==> src/rtl/perceptron_scheduler.sv <==
`default_nettype none
// ============================================================================
// Module   : perceptron_scheduler
// Purpose  : Time-multiplexed evaluator for a layer of N_NEURONS binary-input
//            perceptrons sharing one add/compare datapath. Weights and
//            thresholds arrive at runtime over a valid/ready byte stream.
// Revision : 1.0 - initial release
// ----------------------------------------------------------------------------
// Ports
//   clk        in   1          rising-edge clock
//   rst_n      in   1          asynchronous active-low reset
//   ena        in   1          1 = advance, 0 = freeze all state
//   cfg_valid  in   1          cfg_data valid
//   cfg_ready  out  1          ready to accept cfg_data
//   cfg_data   in   W_WIDTH    weight or threshold byte
//   start      in   1          begin evaluation, samples in_vec
//   in_vec     in   N_INPUTS   binary input vector
//   busy       out  1          evaluation in progress
//   done       out  1          one-cycle pulse when out_vec is updated
//   loaded     out  1          complete weight set present
//   out_vec    out  N_NEURONS  neuron outputs, bit k = neuron k
// Configuration macro
//   PSCHED_CONTINUOUS_EN : DONE re-enters EVAL (re-latching in_vec) instead
//                          of IDLE until a config byte is offered.
// ============================================================================
module perceptron_scheduler #(
   parameter int N_NEURONS = 8,
   parameter int N_INPUTS  = 8,
   parameter int W_WIDTH   = 8,
   parameter int ACC_WIDTH = 11
) (
   input  logic                 clk,
   input  logic                 rst_n,
   input  logic                 ena,
   input  logic                 cfg_valid,
   output logic                 cfg_ready,
   input  logic [W_WIDTH-1:0]   cfg_data,
   input  logic                 start,
   input  logic [N_INPUTS-1:0]  in_vec,
   output logic                 busy,
   output logic                 done,
   output logic                 loaded,
   output logic [N_NEURONS-1:0] out_vec
);

   localparam int DEPTH  = N_NEURONS * (N_INPUTS + 1);
   localparam int PTR_W  = (DEPTH > 1) ? $clog2(DEPTH) : 1;
   localparam int I_W    = $clog2(N_INPUTS + 1);
   localparam int K_W    = (N_NEURONS > 1) ? $clog2(N_NEURONS) : 1;
   localparam int STRIDE = N_INPUTS + 1;

   typedef enum logic [1:0] {
      S_IDLE = 2'd0,
      S_LOAD = 2'd1,
      S_EVAL = 2'd2,
      S_DONE = 2'd3
   } state_t;

   state_t                 state_q, state_d;
   logic [PTR_W-1:0]       ptr_q, ptr_d;
   logic                   loaded_q, loaded_d;
   logic [N_NEURONS-1:0]   out_vec_q, out_vec_d;
   logic [N_NEURONS-1:0]   res_q, res_d;
   logic [N_INPUTS-1:0]    in_sh_q, in_sh_d;
   logic [ACC_WIDTH-1:0]   acc_q, acc_d;
   logic [I_W-1:0]         i_q, i_d;
   logic [K_W-1:0]         k_q, k_d;
   logic [PTR_W-1:0]       base_q, base_d;
   logic [W_WIDTH-1:0]     ram_q [0:DEPTH-1];

   logic                   start_go;
   logic                   accept;
   logic                   wr_en;
   logic [PTR_W-1:0]       rd_addr;
   logic [W_WIDTH-1:0]     rd_data;
   logic                   last_in;
   logic                   last_nrn;
   logic                   fire;
   logic [ACC_WIDTH-1:0]   addend;
   logic [N_NEURONS:0]     res_wide;
   logic [N_INPUTS:0]      rot_wide;

   // An honoured start takes priority over a byte offered in the same cycle.
   assign start_go  = (state_q == S_IDLE) && start && loaded_q && ena;
   assign cfg_ready = ((state_q == S_IDLE) && !start_go) || (state_q == S_LOAD);
   assign accept    = cfg_valid && cfg_ready && ena;

   // Neuron k occupies STRIDE consecutive bytes: weights, then threshold at
   // offset N_INPUTS, which is exactly where i_q sits on the compare cycle.
   assign rd_addr  = base_q + PTR_W'(i_q);
   assign rd_data  = ram_q[rd_addr];
   assign last_in  = (i_q == I_W'(N_INPUTS));
   assign last_nrn = (k_q == K_W'(N_NEURONS - 1));
   assign fire     = (acc_q > ACC_WIDTH'(rd_data));
   assign addend   = in_sh_q[0] ? ACC_WIDTH'(rd_data) : '0;

   // Results shift in from the top so neuron k lands on bit k after the last
   // compare; the latched inputs rotate so they are intact for every neuron.
   assign res_wide = {fire, res_q} >> 1;
   assign rot_wide = {in_sh_q[0], in_sh_q} >> 1;

   assign busy    = (state_q == S_EVAL);
   assign loaded  = loaded_q;
   assign out_vec = out_vec_q;

   always_comb begin
      state_d   = state_q;
      ptr_d     = ptr_q;
      loaded_d  = loaded_q;
      out_vec_d = out_vec_q;
      res_d     = res_q;
      in_sh_d   = in_sh_q;
      acc_d     = acc_q;
      i_d       = i_q;
      k_d       = k_q;
      base_d    = base_q;
      wr_en     = 1'b0;
      done      = 1'b0;

      if (ena) begin
         unique case (state_q)
            S_IDLE, S_LOAD: begin
               if (start_go) begin
                  state_d = S_EVAL;
                  in_sh_d = in_vec;
                  acc_d   = '0;
                  i_d     = '0;
                  k_d     = '0;
                  base_d  = '0;
               end else if (accept) begin
                  wr_en = 1'b1;
                  if (ptr_q == PTR_W'(DEPTH - 1)) begin
                     ptr_d    = '0;
                     loaded_d = 1'b1;
                     state_d  = S_IDLE;
                  end else begin
                     ptr_d    = ptr_q + PTR_W'(1);
                     loaded_d = 1'b0;
                     state_d  = S_LOAD;
                  end
               end
            end
            S_EVAL: begin
               if (!last_in) begin
                  acc_d   = acc_q + addend;
                  in_sh_d = rot_wide[N_INPUTS-1:0];
                  i_d     = i_q + I_W'(1);
               end else begin
                  res_d = res_wide[N_NEURONS-1:0];
                  acc_d = '0;
                  i_d   = '0;
                  if (last_nrn) begin
                     out_vec_d = res_wide[N_NEURONS-1:0];
                     state_d   = S_DONE;
                  end else begin
                     k_d    = k_q + K_W'(1);
                     base_d = base_q + PTR_W'(STRIDE);
                  end
               end
            end
            S_DONE: begin
               done    = 1'b1;
               state_d = S_IDLE;
`ifdef PSCHED_CONTINUOUS_EN
               // A pending config byte breaks the loop back to IDLE.
               if (!(!start && cfg_valid) && loaded_q) begin
                  state_d = S_EVAL;
                  in_sh_d = in_vec;
                  acc_d   = '0;
                  i_d     = '0;
                  k_d     = '0;
                  base_d  = '0;
               end
`endif
            end
            default: state_d = S_IDLE;
         endcase
      end
   end

   always_ff @(posedge clk or negedge rst_n) begin
      if (!rst_n) begin
         state_q   <= S_IDLE;
         ptr_q     <= '0;
         loaded_q  <= 1'b0;
         out_vec_q <= '0;
         res_q     <= '0;
         in_sh_q   <= '0;
         acc_q     <= '0;
         i_q       <= '0;
         k_q       <= '0;
         base_q    <= '0;
      end else begin
         state_q   <= state_d;
         ptr_q     <= ptr_d;
         loaded_q  <= loaded_d;
         out_vec_q <= out_vec_d;
         res_q     <= res_d;
         in_sh_q   <= in_sh_d;
         acc_q     <= acc_d;
         i_q       <= i_d;
         k_q       <= k_d;
         base_q    <= base_d;
      end
   end

   always_ff @(posedge clk or negedge rst_n) begin
      if (!rst_n) begin
         for (int j = 0; j < DEPTH; j++) begin
            ram_q[j] <= '0;
         end
      end else if (wr_en) begin
         ram_q[ptr_q] <= cfg_data;
      end
   end

endmodule
`default_nettype wire
==> config.mk <==
export PLATFORM = sky130hd
export DESIGN_NAME = perceptron_scheduler
export DESIGN_NICKNAME = d
export VERILOG_FILES = /design/src/rtl/perceptron_scheduler.sv
export SDC_FILE = /design/constraint.sdc
export NUM_CORES = 1
export LEC_CHECK = 0
export BUFFER_PORTS_ARGS = -buffer_cell sky130_fd_sc_hd__buf_2
export CORE_MARGIN = 10
export CORE_UTILIZATION = 44
export CTS_CLUSTER_DIAMETER = 60
export DETAILED_ROUTE_END_ITERATION = 7
export GPL_ROUTABILITY_DRIVEN = 0
export GPL_TIMING_DRIVEN = 0
export SLEW_MARGIN = 40
export SYNTH_ARGS = -nofsm -noshare
export SYNTH_HDL_FRONTEND = slang
export SYNTH_SLANG_ARGS = --single-unit
==> constraint.sdc <==
create_clock -name clk -period 6.1 [get_ports clk]
set_clock_uncertainty 0.15 [all_clocks]
set_input_delay 0.915 -clock clk [delete_from_list [all_inputs] [get_ports clk]]
set_output_delay 0.915 -clock clk [all_outputs]
set_load 0.005 [all_outputs]
==> impl_metrics.ini <==
[outcome]
outcome = completed

[clocking]
holdBufCountCts = 0
cts_max_level = 3
cts_sinks = 634
cts_root_buf = clkbuf_16
tritoncts = built
cts_setup_buffers = 0
worst_skew_pair.late_latency_ns = 0.62
clk_pin_slew_worst_paths_ns = 0.06
cts_buffers = 72
clockBufferDepth = 3

[setup_path]
max_stage_delay_ns = 0.62
crit_required_ns = 6.50
cp-end-kind = register
timing.rr.end = acc_q[10]$_DFFE_PN0P_
r2r_cells = 18
arrival_ns = 6.27
crit_buf_inv = 1
cp_slowest_cell = xor2_1
worstReg2RegStart = base_q[0]$_DFFE_PN0P_
path_cells = ha_1, inv_1, fa_1, nand2b_1, a21oi_4, xor2_1, nand2_1, o22ai_1, a221oi_1, a221o_1, ha_1, nor2b_1, o21ai_0, a21boi_0, o21ai_0, a211o_1, or4_1, nand3_1
regToRegSetupSlack_ns = 0.24
critPathLaunchType = register
crit_type = register to register
crit_family = compound AO/OA/AOI/OAI gates
crit_fanout = 8

[pwr]
p_total_w = 0.0112
p_clk_frac = 0.383
p_leak_nw = 16.4
internal-power_w = 0.00827
power_switching_w = 0.00294
ir_worst_vdd_mv = 0.178
seqPwrFrac = 0.457
swShare = 0.262
combPwrFrac = 0.161
power.density_mw_per_mm2 = 328

[synthesis]
ys_types = 71
synthesis.area_sq_mm = 0.0303
synth_edf_count = 0
synth-seq-area-share = 0.524
async_reset_ff_frac = 1.00
syn_avg_cell_area_sq_um = 14.6
synth_seq_cells = 634
synth_top_area_frac = 0.524
synth-main-ff-cell = dfrtp_1
yosysTopAreaCell = dfrtp_1
synth_nets = 2124
postSynthCellCount = 2075
ys_warn_count = 0
synth_top_cells_by_area = dfrtp_1 52%, mux2_2 22%, mux4_2 11%, nand2_1 1.7%, mux2i_1 1.3%

[routing]
vias = 18300
routed_via_density = 5.86
firstDrtPassIters = 7
drc_errors = 0
final_antenna_net_count = 0
avgRoutedWirePerCell_microns = 26.2
routed_wl_microns = 81900
drtIter0Drc = 1293

[final_layout]
syn2layout_area_growth_pct = 13.0
drive_gt1_frac = 0.461
final_cell_mix = 634 x dfrtp_1, 602 x mux2_2, 144 x mux4_2
fin_nets = 2236
post-route-cell-area_sq_mm = 0.0342
layout_commonest_cell = dfrtp_1
fill_cells = 5762
antenna_cells = 0

[timing]
rsz0062_at_grt = no
report.final.slew_viol_count = 0
finalSetupTns_ns = 0
max_slew_margin = 0.398
worst-slew-pin-transition_ns = 0.903
period_minus_slack_ns = 5.86
final_hold_viol_count = 0
fmax_ghz = 0.171
finalSetupViolations = 0
fin_crit_sh = 0.961

[placement]
postPlaceCellArea_sq_mm = 0.0318
portBuffers = 24
detailedPlacementHpwl_microns = 58000

[floorplan]
io_pins = 33
die_w_microns = 282
die_area_sq_mm = 0.0797
core_area_sq_mm = 0.0683
die_h_microns = 282
row_count = 96
initial_core_util = 0.443

[global_route]
first_global_vias = 19400
antenna_found_initial = 2
grt_max_degree = 107
overflow = 0
grt_pass1_wl_microns = 125000
grtUsageTotal = 0.210

[hold_path]
hold_class = primary input to async pin

[run]
cap_violations = 0
## metrics by stage
stage	util	setup WS [ns]	hold WS (ns)	cells
after floorplan	-	1.30	0.303	2075
after global placement	0.461	-9.01	0.313	2981
after detailed placement	0.465	-0.484	0.325	2993
after CTS	0.500	0.0390	0.00546	3118
after global routing	0.500	0.0000320	0.0167	3120
final	0.500	0.237	0.0166	3120
## Yosys cell counts (7+ instances only)
cell / count
nand3b_1: 7
o31ai_1: 7
mux2i_1: 40
dfrtp_1: 634
xnor2_1: 11
buf_4: 8
inv_1: 12
nor3_1: 10
buf_1: 13
o22a_1: 7
o21ai_0: 24
nand2_1: 134
mux4_2: 144
nor2_8: 8
nand3_1: 7
clkbuf_1: 91
buf_2: 23
nand2_2: 8
nor2_2: 32
o22ai_1: 8
a31oi_1: 13
nand2b_1: 7
nor2_1: 42
a221o_1: 7
a21oi_1: 27
or3_1: 7
mux2_2: 602
nor2_4: 8
ha_1: 26
a221oi_1: 16
xor2_1: 7
## power by group through the flow
stage	sequential, W	clock [W]	combinational (W)
2_1_floorplan	0.00507	0	0.00121
3_3_place_gp	0.00515	0	0.00169
3_5_place_dp	0.00519	0	0.00178
4_1_cts	0.00511	0.00437	0.00179
5_1_grt	0.00518	0.00456	0.00193
6_report	0.00512	0.00429	0.00180
## cell type report
type / instances / area, sq um / share of cell area
inverters: 12 / 45.0 / 0.00132
multi-input cells: 1287 / 13800 / 0.403
well taps: 882 / 1100 / 0.0323
flip-flops and latches: 634 / 15900 / 0.464
clock buffers: 110 / 2190 / 0.0640
plain buffers: 142 / 671 / 0.0196
clock inverters: 15 / 150 / 0.00439
repair buffers: 38 / 394 / 0.0115
## flip-flops by register name, indices dropped and copies added (netlist names), 3 cells and up
signal	count
ram_q	576
acc_q	11
in_sh_q	8
out_vec	8
base_q	7
ptr_q	7
res_q	7
i_q	4
k_q	3
## how the worst max path moves through the flow
stage                             end  depth (start not counted)  slack, ns                   from
2_1_floorplan   acc_q[10]$_DFFE_PN0P_                         21       1.30     i_q[0]$_DFFE_PN0P_
3_3_place_gp   ram_q[404]$_DFFE_PN0P_                          1      -9.01                  rst_n
3_5_place_dp    acc_q[10]$_DFFE_PN0P_                         20      -0.48  base_q[0]$_DFFE_PN0P_
4_1_cts         acc_q[10]$_DFFE_PN0P_                         18       0.04  base_q[0]$_DFFE_PN0P_
5_1_grt         acc_q[10]$_DFFE_PN0P_                         18    0.00003  base_q[0]$_DFFE_PN0P_
6_report        acc_q[10]$_DFFE_PN0P_                         18       0.24  base_q[0]$_DFFE_PN0P_
## what timing repair did
| item | CTS | global route |
|---|---|---|
| resized for setup | 8 | 10 |
| endpoints found under the hold margin | 0 | 0 |
| pin swaps | 0 | 0 |
| gates cloned | 0 | 0 |
| setup endpoints to repair | 7 | 3 |
## logic make-up (layout without fill, tap and decap cells)
| logic type | Yosys count | after routing | share of synthesized area |
|---|---|---|---|
| adders and majority gates | 28 | 28 | 0.0121 |
| muxes | 791 | 791 | 0.346 |
| and+or+nand+nor | 304 | 304 | 0.0545 |
| xor gates and xnor gates | 20 | 20 | 0.00628 |
| DFF | 634 | 634 | 0.524 |
| AOI/OAI and AO/OA | 144 | 144 | 0.0342 |
| buffers and inverters | 154 | 317 | 0.0226 |
## per-layer routing
| layer | wire (microns) | vias up | global-route usage |
|---|---|---|---|
| met3 | 4270 | 111 | 0.0344 |
| met4 | 2310 | 0 | 0.0720 |
| met2 | 38600 | 427 | 0.331 |
| met1 | 36700 | 9856 | 0.290 |
| li1 | - | 7879 | - |
| met5 | 0 | - | 0 |
Note: power is estimated with default switching activity, not from simulation.
